<file path="src/rtl/vga_text_ram_arbiter_pkg.sv">
// Shared text-mode geometry and arbiter state encoding for the VGA text path.
// The sync generator imports the same constants.
package vga_text_ram_arbiter_pkg;

    localparam int TEXT_COLS  = 80;
    localparam int TEXT_ROWS  = 30;
    localparam int CELL_W     = 8;
    localparam int CELL_H     = 16;
    localparam int RAM_ADDR_W = 12;
    localparam int CHAR_W     = 8;

    typedef enum logic [2:0] {
        ST_IDLE      = 3'd0,
        ST_DISP_RD   = 3'd1,
        ST_DISP_WAIT = 3'd2,
        ST_CPU_ACC   = 3'd3,
        ST_CPU_WAIT  = 3'd4
    } arb_state_t;

    // States after which the RAM port is free in the following cycle.
    function automatic logic is_decision(arb_state_t s);
        return (s == ST_IDLE) || (s == ST_DISP_WAIT) || (s == ST_CPU_WAIT);
    endfunction

endpackage

</file>
<file path="src/rtl/vga_text_ram_arbiter_cell_addr.sv">
// Combinational text-cell address: row*COLS + col, using shift-add for 80 columns.
module vga_text_ram_arbiter_cell_addr #(
    parameter int COLS   = 80,
    parameter int ADDR_W = 12
) (
    input  logic [4:0]        row,
    input  logic [6:0]        col,
    output logic [ADDR_W-1:0] cell_addr
);

    logic [ADDR_W-1:0] row_ext;
    logic [ADDR_W-1:0] col_ext;
    logic [ADDR_W-1:0] row_base;

    assign row_ext = ADDR_W'(row);
    assign col_ext = ADDR_W'(col);

    if (COLS == 80) begin : g_shift_add
        // 80 = 64 + 16
        assign row_base = (row_ext << 6) + (row_ext << 4);
    end else begin : g_mul
        assign row_base = ADDR_W'(32'(row) * COLS);
    end

    assign cell_addr = row_base + col_ext;

endmodule

</file>
<file path="src/rtl/vga_text_ram_arbiter.sv">
// Arbitrates the single-port text RAM between display character fetches
// (absolute priority) and CPU req/ack accesses in free RAM cycles.
module vga_text_ram_arbiter
    import vga_text_ram_arbiter_pkg::*;
#(
    parameter int COLS   = TEXT_COLS,
    parameter int ADDR_W = RAM_ADDR_W,
    parameter int DATA_W = CHAR_W
) (
    input  logic              clk,
    input  logic              reset,
    input  logic              pix_tick,
    input  logic              video_on,
    input  logic [9:0]        pixel_x,
    input  logic [9:0]        pixel_y,
    input  logic              cpu_req,
    input  logic              cpu_we,
    input  logic [ADDR_W-1:0] cpu_addr,
    input  logic [DATA_W-1:0] cpu_wdata,
    output logic              cpu_ack,
    output logic [DATA_W-1:0] cpu_rdata,
    output logic              ram_en,
    output logic              ram_we,
    output logic [ADDR_W-1:0] ram_addr,
    output logic [DATA_W-1:0] ram_wdata,
    input  logic [DATA_W-1:0] ram_rdata,
    output logic [DATA_W-1:0] char_code,
    output logic              char_valid
);

    arb_state_t        state;
    arb_state_t        state_next;
    logic              fetch;
    logic              disp_pend;
    logic [ADDR_W-1:0] cell_addr;
    logic [ADDR_W-1:0] disp_addr;
    logic [ADDR_W-1:0] fetch_addr;
    logic              acc_we;
    logic              unused_pix_bits;

    logic              ram_en_d;
    logic              ram_we_d;
    logic [ADDR_W-1:0] ram_addr_d;
    logic [DATA_W-1:0] ram_wdata_d;

    vga_text_ram_arbiter_cell_addr #(
        .COLS   (COLS),
        .ADDR_W (ADDR_W)
    ) u_cell_addr (
        .row       (pixel_y[8:4]),
        .col       (pixel_x[9:3]),
        .cell_addr (cell_addr)
    );

    assign unused_pix_bits = ^{pixel_y[9], pixel_y[3:0]};

    assign fetch = pix_tick & video_on & (pixel_x[2:0] == 3'd0);

    // A fetch raised while the CPU owns the port is replayed from disp_addr.
    assign fetch_addr = fetch ? cell_addr : disp_addr;

    always_ff @(posedge clk or posedge reset) begin
        if (reset) state <= ST_IDLE;
        else       state <= state_next;
    end

    always_comb begin
        state_next = ST_IDLE;
        if (is_decision(state)) begin
            if (disp_pend || fetch) begin
                state_next = ST_DISP_RD;
            end else if (cpu_req && !cpu_ack && !pix_tick && (state != ST_CPU_WAIT)) begin
                state_next = ST_CPU_ACC;
            end else begin
                state_next = ST_IDLE;
            end
        end else begin
            case (state)
                ST_DISP_RD: state_next = ST_DISP_WAIT;
                ST_CPU_ACC: state_next = ST_CPU_WAIT;
                default:    state_next = ST_IDLE;
            endcase
        end
    end

    // Port controls are computed for the upcoming state and registered,
    // so the RAM pins follow the state register exactly.
    always_comb begin
        ram_en_d    = 1'b0;
        ram_we_d    = 1'b0;
        ram_addr_d  = '0;
        ram_wdata_d = '0;
        case (state_next)
            ST_DISP_RD: begin
                ram_en_d   = 1'b1;
                ram_addr_d = fetch_addr;
            end
            ST_CPU_ACC: begin
                ram_en_d    = 1'b1;
                ram_we_d    = cpu_we;
                ram_addr_d  = cpu_addr;
                ram_wdata_d = cpu_wdata;
            end
            default: begin
                ram_en_d = 1'b0;
            end
        endcase
    end

    always_ff @(posedge clk or posedge reset) begin
        if (reset) begin
            ram_en    <= 1'b0;
            ram_we    <= 1'b0;
            ram_addr  <= '0;
            ram_wdata <= '0;
        end else begin
            ram_en    <= ram_en_d;
            ram_we    <= ram_we_d;
            ram_addr  <= ram_addr_d;
            ram_wdata <= ram_wdata_d;
        end
    end

    always_ff @(posedge clk or posedge reset) begin
        if (reset) begin
            disp_pend <= 1'b0;
            disp_addr <= '0;
        end else begin
            if (state_next == ST_DISP_RD) disp_pend <= 1'b0;
            else if (fetch)               disp_pend <= 1'b1;
            if (fetch) disp_addr <= cell_addr;
        end
    end

    always_ff @(posedge clk or posedge reset) begin
        if (reset) begin
            acc_we     <= 1'b0;
            cpu_ack    <= 1'b0;
            cpu_rdata  <= '0;
            char_valid <= 1'b0;
            char_code  <= '0;
        end else begin
            if (state_next == ST_CPU_ACC) acc_we <= cpu_we;
            cpu_ack    <= (state == ST_CPU_WAIT);
            char_valid <= (state == ST_DISP_WAIT);
            if (state == ST_DISP_WAIT)           char_code <= ram_rdata;
            if (state == ST_CPU_WAIT && !acc_we) cpu_rdata <= ram_rdata;
        end
    end

endmodule

</file>
<file path="config.mk">
export PLATFORM = sky130hd
export DESIGN_NAME = vga_text_ram_arbiter
export DESIGN_NICKNAME = d
export VERILOG_FILES = /design/src/rtl/vga_text_ram_arbiter_pkg.sv /design/src/rtl/vga_text_ram_arbiter_cell_addr.sv /design/src/rtl/vga_text_ram_arbiter.sv
export SDC_FILE = /design/constraint.sdc
export NUM_CORES = 1
export LEC_CHECK = 0
export CAP_MARGIN = 25
export CORE_MARGIN = 3
export CORE_UTILIZATION = 60
export DETAILED_ROUTE_END_ITERATION = 12
export DONT_BUFFER_PORTS = 1
export PLACE_DENSITY = 0.76
export RECOVER_POWER = 100
export SYNTH_ARGS = -nofsm -noshare
export SYNTH_HDL_FRONTEND = slang
export SYNTH_SLANG_ARGS = --single-unit
</file>
<file path="constraint.sdc">
create_clock -name clk -period 2.8 [get_ports clk]
set_input_delay 0.56 -clock clk [delete_from_list [all_inputs] [get_ports clk]]
set_output_delay 0.56 -clock clk [all_outputs]
set_load 0.02 [all_outputs]
</file>
==> out/qor.csv, run 1 <==
stage,metric,value,unit
clock_tree,cts_resized,0,
yosys,synth_cell_types,34,
pwr,p_total,2.272,mW
pwr,p_leak,1.265,nW
detailed_routing,wl_per_cell,18.63,µm
floorplanning,die_width,68.70,µm
timing,clock_skew,6.561,ps
worst_hold_path,hp-class,in -> reg,
critical_path,path_cells,"inv_1, fa_1, inv_1, ha_1, a21o_1, a21oi_1, o21ai_0, xnor2_1, o21ai_0",
critical_path,cp-end-kind,flop,
yosys,synth_area_leaders,"dfrtp_1 60%, mux2_2 8.1%, ha_1 4.8%",
yosys,yosys_warnings,0,
detailed_routing,drc,0,
critical_path,cp.arrival,2490,ps
placed_design,place_congestion,0.7314,
final_layout,layout.nets,258,
floorplanning,dieHeight,68.70,µm
flow_run,drv_cap,0,
critical_path,critPathRequiredTime,2960,ps
critical_path,critPathKind,in -> reg,
yosys,synth_fp_nets,251,
placed_design,dpl_cell_area,2401,µm²
timing,fin_crit,2324,ps
global_route,track_usage,20.58,%
clock_tree,root_buffer,clkbuf_8,
placed_design,port_buffers,0,
detailed_routing,viasPerCell,5.703,
critical_path,r2r_start,cpu_ack,
detailed_routing,firstDrtPassIters,4,
clock_tree,clkTransAtPathRegs,60,ps
timing,fin_crit_sh,83.00,%
floorplanning,core,3716,µm²
final_layout,diodes,0,
final_layout,n_fill_cell,276,
placed_design,place_worst_setup_slack,200.9,ps
final_layout,final_cell_mix,"57 x dfrtp_1, 27 x nand2_1, 16 x mux2_2, 12 x clkbuf_8, 11 x a22o_1",
global_route,grt-ovfl-total,0,
timing,setup_viol,0,
yosys,yosys.area.top_type,dfrtp_1,
clock_tree,post-cts-setup-buffers,0,
critical_path,crit_family,adder cells,
timing,hold_viol,0,
global_route,grt_pass1_wl,6727,µm
critical_path,slowest_stage,fa_1,
floorplanning,io_pins,94,
final_layout,final_common_cell,dfrtp_1,
critical_path,cp_max_fo,2,
timing,timing.fmax,430.3,MHz
final_layout,final_area,2590,µm²
yosys,syn_avg_cell_area,12.68,µm²
global_route,grt_max_degree,58,
clock_tree,cts_made_buffers,9,
placed_design,dp_hpwl,3400,µm
timing,max_slew_margin,11.34,%
yosys,synthesis.area,2359,µm²
clock_tree,clock_sinks,57,
global_route,antenna_found_initial,0,
status,status,completed,
floorplanning,core.rowCount,22,
pwr,irDropWorstVdd,0.5435,mV
detailed_routing,vias,1403,
clock_tree,cts_max_level,3,
clock_tree,clk_path_buf_depth,2,
final_layout,syn_to_final_growth,9.814,%
timing,whs,361.0,ps
final_layout,drive_gt1_share,18.18,%
timing,finalSetupTns,0,ps
timing,final.setup.worst_slack,475.9,ps
detailed_routing,antenna_left,0,
timing,rsz0062_at_grt,false,
pwr,p_per_area,877.3,nW/µm²
detailed_routing,drt_wl_total,4582,µm
clock_tree,cts_tree,done,
clock_tree,ctsHoldBuffers,0,
global_route,grt_pass1_vias,1385,
critical_path,slowest_delay,590,ps
timing,tightest_slew,1330,ps
detailed_routing,drt_iter0_markers,73,
critical_path,startpoint,pixel_x[9],
timing,slew_viol_final,0,
yosys,synth_top_area_share,60.48,%
critical_path,crit_buf_inv,2,
worst_hold_path,min_from,cpu_wdata[3],
yosys,ys_ff_latch,57,
yosys,syn_inst,186,
critical_path,cp-start-kind,input pin,
yosys,ys_seq_area_share,60.48,%
floorplanning,initial_utilization,63.47,%
clock_tree,clock_latency,320,ps
floorplanning,dieArea,4719,µm²
## stage by stage
stage | utilization [%] | cells
after floorplan | - | 186
after global placement | 64.61 | 230
after detailed placement | 64.61 | 230
after CTS | 70.40 | 246
after global routing | 69.70 | 246
final | 69.70 | 246
## layer usage
layer  share of wire, %  vias up  global-route usage (%)
li1                   -      649                       -
met1                 40      676                   24.32
met2                 47       67                   31.11
met3                 11       11                   8.914
met4                1.7        0                   12.17
met5                  0        -                       0
## registers in the layout, summed over array words and instances (netlist names)
signal,flops
ram_we,1
ram_wdata,8
state,3
char_valid,1
ram_en,1
acc_we,1
char_code,8
cpu_ack,1
ram_addr,12
disp_addr,12
disp_pend,1
cpu_rdata,8
## cell type report
type	count	area, µm²	share of cell area, %
Clock buffer	12	165.2	6.377
Sequential cell	57	1426	55.07
Clock inverter	4	50.05	1.932
Multi-Input combinational cell	113	838.3	32.37
Tap cell	48	60.06	2.319
Inverter	10	37.54	1.449
Timing Repair Buffer	2	12.51	0.4831
## final timing paths
kind / end / slack, ps / cells after the start
min in group asynchronous: char_code[7] / 570 / 2
min reg2reg: disp_addr[0] / 490 / 2
max in group asynchronous: disp_addr[1] / 1430 / 2
min: ram_wdata[3] / 360 / 1
max: disp_addr[10] / 480 / 9
max reg2reg: acc_we / 730 / 5
## cell usage after synthesis, drive strengths merged
library cell / n
a211oi: 1
a21boi: 1
a21o: 2
a21oi: 4
a22o: 11
a32oi: 1
and2: 9
buf: 5
clkbuf: 1
dfrtp: 57
fa: 2
ha: 9
inv: 10
mux2: 17
nand2: 27
nand2b: 1
nand3: 1
nor2: 4
nor2b: 2
nor3: 2
nor3b: 1
nor4: 1
o21a: 1
o21ai: 9
o21bai: 1
o31a: 1
o31ai: 1
or4: 1
xnor2: 1
xor2: 2
## kinds of logic (layout without fill, tap and decap cells)
| kind of cell | count (synthesis) | count (layout) | synth area share (%) |
|---|---|---|---|
| mux | 17 | 17 | 8.117 |
| xor+xnor | 3 | 3 | 1.114 |
| flops | 57 | 57 | 60.48 |
| compound gates | 33 | 33 | 9.974 |
| simple gates | 49 | 49 | 10.66 |
| buf+inv | 16 | 28 | 3.183 |
| fa+ha+maj | 11 | 11 | 6.472 |
## report_power, final
| group | internal, mW | switching (mW) | total (mW) | leakage (nW) |
|---|---|---|---|---|
| clock | 0.482 | 0.305 | 0.786 | 0.105 |
| sequential | 0.984 | 0.233 | 1.22 | 0.740 |
| combinational | 0.136 | 0.134 | 0.270 | 0.421 |
Power figures use the tool's default switching activity.
==> inputs of run 2 (changes only) <==
--- a/config.mk
+++ b/config.mk
@@ -7,10 +7,10 @@
 export LEC_CHECK = 0
 export CAP_MARGIN = 25
 export CORE_MARGIN = 3
-export CORE_UTILIZATION = 60
+export CORE_UTILIZATION = 56
 export DETAILED_ROUTE_END_ITERATION = 12
 export DONT_BUFFER_PORTS = 1
-export PLACE_DENSITY = 0.76
+export PLACE_DENSITY = 0.74
 export RECOVER_POWER = 100
 export SYNTH_ARGS = -nofsm -noshare
 export SYNTH_HDL_FRONTEND = slang
==> constraint.sdc (replaced) <==
create_clock -name clk -period 1.9 [get_ports clk]
set_input_delay 0.38 -clock clk [delete_from_list [all_inputs] [get_ports clk]]
set_output_delay 0.38 -clock clk [all_outputs]
set_load 0.02 [all_outputs]
==> out/qor.csv, run 2 (synthesized netlist as in run 1, its figures left out) <==
stage,metric,value,unit,change
critical_path,cp-start-kind,input pin,,unchanged
final_layout,finalNonFillerCells,258,,was 246
detailed_routing,viasPerCell,5.663,,was 5.703
timing,timing.fmax,537.4,MHz,
detailed_routing,drc,0,,unchanged
placed_design,place_worst_setup_slack,-319.0,ps,was 200.9 ps
placed_design,dp_hpwl,3759,µm,was 3400 µm
final_layout,n_fill_cell,258,,was 276
final_layout,syn_to_final_growth,16.23,%,was 9.814%
timing,max_slew_margin,38.86,%,was 11.34%
global_route,grt-ovfl-total,0,,unchanged
final_layout,layout.nets,270,,was 258
critical_path,critPathKind,in -> reg,,unchanged
final_layout,diodes,0,,unchanged
worst_hold_path,hp-class,in -> reg,,unchanged
critical_path,critPathRequiredTime,2120,ps,was 2960 ps
global_route,antenna_found_initial,0,,unchanged
detailed_routing,drt_wl_total,5056,µm,was 4582 µm
timing,fin_crit_sh,97.94,%,
critical_path,cp_max_fo,2,,unchanged
global_route,grt_pass1_wl,8176,µm,was 6727 µm
floorplanning,core,3854,µm²,was 3716 µm²
timing,setup_viol,0,,unchanged
placed_design,port_buffers,0,,unchanged
final_layout,final_cell_mix,"57 x dfrtp_1, 27 x nand2_1, 17 x mux2_2, 12 x buf_4, 11 x a22o_1",,"was 57 x dfrtp_1, 27 x nand2_1, 16 x mux2_2, 12 x clkbuf_8, 11 x a22o_1"
placed_design,dpl.cell_count,240,,was 230
detailed_routing,antenna_left,0,,unchanged
flow_run,drv_cap,0,,unchanged
clock_tree,clock_sinks,57,,unchanged
timing,hold_viol,0,,unchanged
floorplanning,dieArea,5026,µm²,was 4719 µm²
clock_tree,cts_tree,done,,unchanged
critical_path,reg2regPathDepth,6,,was 5
worst_hold_path,holdPathStages,1,,unchanged
timing,clock_skew,3.298,ps,was 6.561 ps
floorplanning,initial_utilization,61.20,%,was 63.47%
clock_tree,clkTransAtPathRegs,60,ps,about the same
pwr,irDropWorstVdd,0.7292,mV,was 0.5435 mV
final_layout,final_common_cell,dfrtp_1,,unchanged
detailed_routing,drt_iter0_markers,85,,was 73
global_route,grt_pass1_vias,1607,,was 1385
final_layout,drive_gt1_share,28.10,%,was 18.18%
placed_design,place_congestion,0.8600,,was 0.7314
floorplanning,dieHeight,70.90,µm,was 68.70 µm
pwr,p_total,3.341,mW,was 2.272 mW
critical_path,cp-end-kind,flop,,unchanged
detailed_routing,vias,1461,,was 1403
detailed_routing,firstDrtPassIters,4,,unchanged
status,status,completed,,unchanged
clock_tree,clk_path_buf_depth,2,,unchanged
final_layout,utilization,71.14,%,was 69.70%
timing,fin_crit,1861,ps,
clock_tree,clock_latency,330,ps,was 320 ps
global_route,track_usage,21.51,%,was 20.58%
pwr,p_per_area,1219,nW/µm²,was 877.3 nW/µm²
critical_path,rrSetupSlack,260,ps,was 730 ps
floorplanning,io_pins,94,,unchanged
clock_tree,cts_max_level,3,,unchanged
detailed_routing,wl_per_cell,19.60,µm,was 18.63 µm
timing,final.setup.worst_slack,39.20,ps,was 475.9 ps
final_layout,largestRegisters,"disp_addr: 12 flops, ram_addr: 12 flops",,unchanged
critical_path,cp.arrival,2080,ps,was 2490 ps
timing,rsz0062_at_grt,true,,was false
global_route,grt_max_degree,26,,was 58
pwr,p_leak,1.328,nW,was 1.265 nW
timing,tightest_slew,916.2,ps,was 1330 ps
timing,whs,175.0,ps,was 361.0 ps
floorplanning,die_width,70.90,µm,was 68.70 µm
timing,slew_viol_final,0,,unchanged
clock_tree,cts_made_buffers,9,,unchanged
clock_tree,root_buffer,clkbuf_8,,unchanged
floorplanning,core.rowCount,22,,unchanged
==> run 2: worst paths after layout <==
kind / endpoint / start
worst min-delay path: ram_wdata[7] / cpu_wdata[7]
max in group asynchronous: cpu_rdata[6] / reset
min in group asynchronous: ram_addr[2] / reset
worst max register to register: ram_addr[10] / cpu_ack
worst min register to register: disp_addr[0] / disp_addr[0]
worst max-delay path: ram_addr[8] / pixel_y[4]
==> run 2: area by class of cell <==
cell class | count | area, µm² | area share [%]
repair buffers | 14 | 103.9 | 3.788
multi-input cells | 113 | 909.6 | 33.18
well taps | 48 | 60.06 | 2.191
clock inverters | 3 | 40.04 | 1.461
flip-flops and latches | 57 | 1426 | 52.03
clock buffers | 13 | 148.9 | 5.431
inverters | 10 | 52.55 | 1.917
==> run 2: through the flow <==
stage | area, µm² | setup TNS (ps)
6_report | 2741 | 0
5_1_grt | 2741 | -18.24
4_1_cts | 2701 | 0
3_5_place_dp | 2502 | -1675
3_3_place_gp | 2502 | -1117
2_1_floorplan | 2385 | -641.0
==> run 2: routing by layer <==
layer  GRT usage [%]  vias to the layer above  share of wire (%)
met4           9.603                        0                2.2
li1                -                      672                  -
met5               0                        -                  0
met2           34.29                       72                 49
met3           8.949                       12                9.7
met1           25.55                      705                 39
==> run 2: critical path: stages <==
cell,delay (ps)
inv_8,10
fa_2,600
inv_2,50
ha_4,200
a21o_1,180
a21oi_2,190
xor2_1,170
o21ai_1,110
a22o_1,180
==> run 2: what timing repair did <==
action | in CTS | in global routing
pin swaps | 0 | 9
endpoints found under the setup margin | 1 | 4
resized for setup | 1 | 11
hold buffers | 1 | 0
setup buffers | 0 | 1
endpoints found under the hold margin | 23 | 0
==> run 2: power by group <==
part           internal (mW)  switching (mW)
combinational          0.249           0.226
clock                  0.638           0.435
sequential              1.45           0.343
